**src/rtl/spell_shift_host.sv**
```systemverilog
// Host master for the SPELL serial register port: dump -> shift (capture old value, insert new) -> load.
// Read response 9+D cycles after accept, write 10+D; rsp_ready low parks in RESP with core pins idle, cmd_ready low when busy.
module spell_shift_host #(
  parameter int SAMPLE_DELAY = 0
) (
  input  logic       clk,
  input  logic       rst_n,
  input  logic       cmd_valid,
  output logic       cmd_ready,
  input  logic       cmd_write,
  input  logic [1:0] cmd_reg,
  input  logic [7:0] cmd_wdata,
  output logic       rsp_valid,
  input  logic       rsp_ready,
  output logic [7:0] rsp_rdata,
  output logic [1:0] o_reg_sel,
  output logic       o_dump,
  output logic       o_load,
  output logic       o_shift_in,
  input  logic       i_shift_out
);

  typedef enum logic [2:0] {IDLE, DUMP, SHIFT, LOAD, RESP} state_t;

  localparam logic [3:0] DLY  = 4'(SAMPLE_DELAY);
  localparam logic [3:0] LAST = 4'(SAMPLE_DELAY + 7);

  state_t     state, state_nxt;
  logic [3:0] cnt, cnt_nxt;
  logic       wr_q;
  logic [7:0] wsh_q;
  logic       dump_nxt, load_nxt, rsp_valid_nxt, shift_in_nxt, data_take;

  assign cmd_ready = (state == IDLE);

  always_comb begin
    state_nxt     = state;
    cnt_nxt       = cnt;
    dump_nxt      = 1'b0;
    load_nxt      = 1'b0;
    rsp_valid_nxt = 1'b0;
    case (state)
      IDLE: begin
        if (cmd_valid) begin
          state_nxt = DUMP;
          dump_nxt  = 1'b1;
        end
      end
      DUMP: begin
        state_nxt = SHIFT;
        cnt_nxt   = 4'd0;
      end
      SHIFT: begin
        if (cnt == LAST) begin
          cnt_nxt = 4'd0;
          if (wr_q) begin
            state_nxt = LOAD;
            load_nxt  = 1'b1;
          end else begin
            state_nxt     = RESP;
            rsp_valid_nxt = 1'b1;
          end
        end else begin
          cnt_nxt = cnt + 4'd1;
        end
      end
      LOAD: begin
        state_nxt     = RESP;
        rsp_valid_nxt = 1'b1;
      end
      RESP: begin
        if (rsp_ready) state_nxt = IDLE;
        else           rsp_valid_nxt = 1'b1;
      end
      default: state_nxt = IDLE;
    endcase
    // The first DLY shift slots carry zeros so the write data lines up with the delayed capture window.
    data_take    = (state_nxt == SHIFT) && wr_q && (cnt_nxt >= DLY);
    shift_in_nxt = data_take ? wsh_q[7] : 1'b0;
  end

  always_ff @(posedge clk or negedge rst_n) begin
    if (!rst_n) begin
      state      <= IDLE;
      cnt        <= 4'd0;
      wr_q       <= 1'b0;
      wsh_q      <= 8'd0;
      o_reg_sel  <= 2'd0;
      o_dump     <= 1'b0;
      o_load     <= 1'b0;
      o_shift_in <= 1'b0;
      rsp_valid  <= 1'b0;
      rsp_rdata  <= 8'd0;
    end else begin
      state      <= state_nxt;
      cnt        <= cnt_nxt;
      o_dump     <= dump_nxt;
      o_load     <= load_nxt;
      o_shift_in <= shift_in_nxt;
      rsp_valid  <= rsp_valid_nxt;
      if (state == IDLE && cmd_valid) begin
        wr_q      <= cmd_write;
        wsh_q     <= cmd_wdata;
        o_reg_sel <= cmd_reg;
      end else if (data_take) begin
        wsh_q <= {wsh_q[6:0], 1'b0};
      end
      if (state == SHIFT && cnt >= DLY) begin
        rsp_rdata <= {rsp_rdata[6:0], i_shift_out};
      end
    end
  end

endmodule

```
**config.mk**
```make
export PLATFORM = sky130hd
export DESIGN_NAME = spell_shift_host
export DESIGN_NICKNAME = d
export VERILOG_FILES = /design/src/rtl/spell_shift_host.sv
export SDC_FILE = /design/constraint.sdc
export NUM_CORES = 1
export LEC_CHECK = 0
export CELL_PAD_IN_SITES_DETAIL_PLACEMENT = 2
export CELL_PAD_IN_SITES_GLOBAL_PLACEMENT = 2
export CORE_MARGIN = 1
export CORE_UTILIZATION = 29
export CTS_CLUSTER_DIAMETER = 100
export DETAILED_ROUTE_END_ITERATION = 10
export HOLD_SLACK_MARGIN = 0.03
export PLACE_DENSITY_LB_ADDON = 0.08
export SLEW_MARGIN = 5
export SYNTH_ARGS = -nofsm -noshare
export SYNTH_HDL_FRONTEND = slang
export SYNTH_SLANG_ARGS = --single-unit
```
**constraint.sdc**
```tcl
create_clock -name clk -period 1.5 [get_ports clk]
set_input_delay 0.3 -clock clk [delete_from_list [all_inputs] [get_ports clk]]
set_output_delay 0.3 -clock clk [all_outputs]
set_load 0.02 [all_outputs]
```
### Word level (Yosys, flattened, before mapping)

Index checks and enable logic that the tools add are counted.

* add/sub/neg operators: 1
* $mul: 0
* div/mod/pow operators: 0
* $lt $le $gt $ge: 2
* equality and inequality tests: 6
* shift operators: 0
* muxes and demuxes: 19
* bitwise operators: 0
* reductions and logical operators: 6

Operator list (number)
* $mux W8: 2
* $pmux W3 S5: 1
* $mux W3: 4
* $eq A3 B2 Y1 const B: 3
* $mux W1: 9
* $ge A4 B1 Y1 const B: 2
* $pmux W4 S2: 1
* $add A4 B1 Y4 const B: 1
* $eq A4 B3 Y1 const B: 1
* $logic_and A1 B1 Y1: 4
* $mux W4: 1
* $eq A3 B1 Y1 const B: 1
* $eq A3 B3 Y1 const B: 1
* $logic_not A3 Y1: 1
* $pmux W1 S3: 1
* $reduce_bool A2 Y1: 1

* flip-flop bits (word level): 30
* bits in latches: 0
* bits in writable memories: 0
* memory bits (read-only): 0
* bits of input ports: 16
* output and inout bits: 15
* logic and storage cells: 44
* memories: 0

### Longest topological paths before layout

* word-level depth: 8
* mapped depth: 5
* mapped depth without buffers: 4

### Worst setup path before layout

No wires, ideal clock.

* kind: register -> register
* start point: register cnt[0]
* end point: register cnt[3]
* data arrival time: 1.444 ns
* data required time: 1.413 ns
* setup slack: -0.031 ns
* stages on the path, launching flop included: 5
* buffers on the path: 0
* clock period less this slack: 1.531 ns
* path through: dfrtp_1 > ha_1 > and3b_1 > or4_1 > o211ai_1

* cells in the longest elaborated chain, start to end: 3
* elaborated cells on any way between the ends: 4

Ends and longest elaborated chain
* start, declared: RTL line 29 `logic [3:0] cnt, cnt_nxt;`
* start signal, assigned: RTL line 96 `cnt <= cnt_nxt;`
* $add A4 B1 Y4 / $eq A4 B3 Y1 (equally long branches): RTL line 64, 54
* $mux W4 (*): RTL line 54 `if (cnt == LAST) begin`
* $pmux W4 S2 (*): RTL line 42 `case (state)`

Mark *: on every way between the ends. The rest lies on a longest branch, timed or not.
A chain may end at the register's enable or synchronous reset.

### Final worst setup path

* start point: register state[2]
* end point: register o_reg_sel[1]

* cells in the longest elaborated chain, start to end: 2

Ends and longest elaborated chain
* start, declared: RTL line 28 `state_t state, state_nxt;`
* start signal, assigned: RTL line 95 `state <= state_nxt;`
* $logic_not A3 Y1: RTL line 101 `if (state == IDLE && cmd_valid) begin`
* $logic_and A1 B1 Y1: RTL line 101
* end signal, assigned: RTL line 104 `o_reg_sel <= cmd_reg;`
* end, declared: RTL line 16 `output logic [1:0] o_reg_sel,`

No other way between the ends.

==> results list <==
* Vertical die dimension: between 60 and 70 um
* Initial Utilization: between 30% and 40%
- The initial antenna violation count came to 0.
* Asr flop ratio synth: 100%
- Synthesis produced between 100 and 150 cells.
- Measured against its own limit, the worst slew margin works out to around 80%.
- Entering global routing, the biggest net connects 31 pins.
- In this run the static leakage power is ~0.94 nW.
- The flow ran to the end, but the final reports show violations.
- Number of flops mapped to enable cells by yosys: 0
* HPWL after detailed placement: approximately 2500 um
- Port-buffer cells: 30
- Final Hold Slack: between 0.3 and 0.4 ns
* Peak clock frequency supported by timing: 641 MHz
- Worst Path Class, Setup: flop to flop
- Power per cell area: ~2100 nW/um^2
- Core region area: 4380 um^2
- Reg clk slew, reported paths: roughly 0.070 ns
- In the final routed layout, each cell accounts on average for around 18 um.
- Most numerous cell on the critical path: sky130_fd_sc_hd__buf_6
- DRC violation count after routing: 0
- The worst register-to-register path begins at state[2]$_DFF_PN0_.
- In this run the mean area of a mapped cell was approximately 12 um^2.
- Endpoint of the most critical setup path: o_reg_sel[1]$_DFFE_PN0P_
- Boundary pin count: 31
- Peak VDD IR: just over 800 uV
- Antenna-violating nets left: 0
- The H-tree was split into 2 levels.
- The repair_antennas step left the layout with diodes totalling 0.
* Portion of the post-synthesis area used by sequential elements: between 50% and 60%
- WP data required: 1.67 ns
* Post-route cell area: approximately 2100 um^2
- Setup violations remaining at the end of the flow were counted as 9.
* Fraction of final layout cells with drive strength greater than 1: 36.5%
- Clock sinks: 30
- Number of buffers created by CTS: 5
- Crit-path max FO: 5
- Cells along the critical path: buf_6 -> nor4b_4 -> buf_6 -> mux2_4
- Filler Cell Count: 445
* Final net count: 186
- Compared with the post-synthesis result, the final layout area differs by 55.7%.
- Global routing used approximately 18% of the available tracks.
- Crit path setup slack, layout: -0.0611 ns
* Maximum clock skew at final layout: 0.00713 ns
* Slew @ Worst Pin: 0.293 ns
* Worst-skew pair later-pin latency: around 0.29 ns
- Number of rows in the core area: 24
- On the worst path, the slowest cell contributes a delay of between 0.4 and 0.5 ns.
* Max Root-Sink Buffers: 2
- Timing startpoint of the critical path: state[2]$_DFF_PN0_
* Cell area after placement: roughly 1800 um^2
* Startpoint Class: flop
- Sum of routed wire length over all layers: 3960 um
- The checks that failed: negative setup slack.
- Setup slack on the worst reg-to-reg path comes out at -0.06 ns.
- The first global-routing pass estimated 6490 um of wire.
- TritonCTS built the clock tree.
- For the finished layout, the period the worst path requires is 1.56 ns.
* Average via count per standard cell: between 5 and 6
* Length in cells of the worst reg-to-reg path: 4
- The first routing iteration left 30 violations.
- After synthesis the netlist holds a flip-flop and latch count of 30.
- The congestion estimate from routability-driven global placement came to ~0.70.
* Final Hold Violating Endpoints: 0
* Number of vias in the routed layout: 1131
- Endpoint of the lowest-slack register-to-register path: o_reg_sel[1]$_DFFE_PN0P_
- The first TritonRoute pass finished after 4 iterations.
- CTS placed an instance of sky130_fd_sc_hd__clkbuf_8 at the clock tree root.
* Number of max-slew violations in the final report: 0
- Slowest CP cell: sky130_fd_sc_hd__dfrtp_2
- Mapped cell area: 1340 um^2
- Max capacitance violation total: 0
- YS warnings: 0
* Via count of the first global-routing pass: between 1000 and 1500
- Among all flip-flop cells after synthesis, the most frequent one is sky130_fd_sc_hd__dfrtp_1.
- Horizontal die dimension: 70.0 um
- The final critical path takes up 104% of the cycle.
- Counting distinct cell types in the post-synthesis netlist gives 33.
- Crit path capture type: flop
- Overflow left after global routing: 0
- Die area: roughly 4900 um^2
* Signal arrival time at the worst endpoint: between 1.5 and 2 ns
* Number of nets in the synthesized netlist: 127
- RSZ-0062 raised after global routing: true
- Hold/Removal Path Class: primary input to async pin
-- synth_stat cells (2+ instances only) --
| master | n | area, um^2 |
|---|---|---|
| sky130_fd_sc_hd__a22oi_1 | 2 | 15.0 |
| sky130_fd_sc_hd__mux2_2 | 11 | 124 |
| sky130_fd_sc_hd__o21ai_0 | 9 | 45.0 |
| sky130_fd_sc_hd__inv_1 | 3 | 11.3 |
| sky130_fd_sc_hd__nor4bb_1 | 2 | 20.0 |
| sky130_fd_sc_hd__buf_2 | 3 | 15.0 |
| sky130_fd_sc_hd__and2_1 | 7 | 43.8 |
| sky130_fd_sc_hd__a221o_1 | 7 | 70.1 |
| sky130_fd_sc_hd__nand3b_1 | 2 | 15.0 |
| sky130_fd_sc_hd__nand2b_1 | 2 | 12.5 |
| sky130_fd_sc_hd__nor3_1 | 2 | 10.0 |
| sky130_fd_sc_hd__nand2_1 | 4 | 15.0 |
| sky130_fd_sc_hd__dfrtp_1 | 30 | 751 |
| sky130_fd_sc_hd__a21oi_1 | 4 | 20.0 |
| sky130_fd_sc_hd__nor2_1 | 3 | 11.3 |
| sky130_fd_sc_hd__o211ai_1 | 2 | 15.0 |
-- what timing repair did --
| action | CTS | global route |
|---|---|---|
| pin swaps | 14 | 5 |
| hold buffers | 0 | 0 |
| endpoints found under the setup margin | 27 | 18 |
| setup buffers | 4 | 6 |
| endpoints found under the hold margin | 0 | 0 |
| gates cloned | 1 | 0 |
| resized for setup | 34 | 19 |
-- worst min-delay path by stage --
stage / start / endpoint / slack [ns]
finish: rst_n / cnt[1]$_DFFE_PN0P_ / 0.38
global route: rst_n / cnt[1]$_DFFE_PN0P_ / 0.40
CTS: rst_n / rsp_valid$_DFF_PN0_ / 0.38
detailed placement: wsh_q[0]$_DFFE_PN0P_ / wsh_q[0]$_DFFE_PN0P_ / 0.49
global placement: wsh_q[0]$_DFFE_PN0P_ / wsh_q[1]$_DFFE_PN0P_ / 0.49
floorplan: rst_n / cnt[0]$_DFFE_PN0P_ / 0.004
-- area by class of cell --
type / instances / area [um^2] / area share [%]
clock buffers: 7 / 86.3 / 4.14
multi-input cells: 71 / 617 / 29.6
inverters: 3 / 11.3 / 0.540
repair buffers: 58 / 549 / 26.3
well taps: 52 / 65.1 / 3.12
flip-flops and latches: 30 / 753 / 36.1
clock inverters: 1 / 5.00 / 0.240
-- power breakdown --
group / switching (mW) / internal [mW] / total (mW) / leakage, nW
Sequential: 0.279 / 1.17 / 1.45 / 0.376
Clock: 0.317 / 0.370 / 0.687 / 0.0482
Combinational: 1.08 / 1.25 / 2.33 / 0.520
-- through the flow --
stage          worst slack [ns]  total power [mW]  instances  TNS (ns)  util (%)
2_1_floorplan           0.00239              2.57        110         0         -
3_3_place_gp             -0.128              3.36        203     -1.05      41.4
3_5_place_dp             -0.172              3.48        203     -1.67      41.4
4_1_cts                 -0.0631              4.25        216    -0.248      45.2
5_1_grt                  -0.121              4.80        222     -1.12      47.6
6_report                -0.0611              4.47        222    -0.274      47.6
-- per-layer routing --
metal	wire, um	part of all wire (%)	up-vias	track usage [%]
li1	-	-	523	-
met1	1560	39	578	20.1
met2	2150	54	25	30.1
met3	186	4.7	5	5.63
met4	61	1.5	0	7.56
met5	0	0	-	0
-- cells by family after synthesis --
family	count (synthesis)	synth area share, %
buffers and inverters	9	3.36
DFF	30	56.0
muxes	11	9.24
and+or+nand+nor	30	14.6
adders and majority gates	1	0.934
AOI/OAI and AO/OA	29	15.9
-- sequential cells by signal, summed over array words and instances (netlist names) --
| signal | count |
|---|---|
| o_reg_sel | 2 |
| o_dump | 1 |
| rsp_valid | 1 |
| wsh_q | 8 |
| rsp_rdata | 8 |
| state | 3 |
| cnt | 4 |
| wr_q | 1 |
| o_load | 1 |
| o_shift_in | 1 |
-- critical path: cells and delay by family (launching register included) --
kind / cells / cell delay [ns]
flops: 1 / 0.47
buf+inv: 2 / 0.34
mux: 1 / 0.29
simple gates: 1 / 0.33
-- cells in the final DEF, fill, tap and decap left out, types with 2 or more instances in the layout --
cell type,n
sky130_fd_sc_hd__a21oi_1,4
sky130_fd_sc_hd__o21ai_0,7
sky130_fd_sc_hd__nor4bb_1,2
sky130_fd_sc_hd__mux2_2,9
sky130_fd_sc_hd__buf_4,14
sky130_fd_sc_hd__o21ai_1,2
sky130_fd_sc_hd__inv_1,3
sky130_fd_sc_hd__o211ai_1,2
sky130_fd_sc_hd__nor2_1,3
sky130_fd_sc_hd__dfrtp_2,2
sky130_fd_sc_hd__dlygate4sd2_1,14
sky130_fd_sc_hd__clkbuf_8,6
sky130_fd_sc_hd__nand3b_1,2
sky130_fd_sc_hd__a221o_1,7
sky130_fd_sc_hd__clkdlybuf4s50_1,15
sky130_fd_sc_hd__dfrtp_1,28
sky130_fd_sc_hd__and2_4,2
sky130_fd_sc_hd__mux2_4,2
sky130_fd_sc_hd__nand2_1,4
sky130_fd_sc_hd__buf_6,13
sky130_fd_sc_hd__a22oi_1,2
sky130_fd_sc_hd__and2_1,5
(Power assumes the default switching activity.)
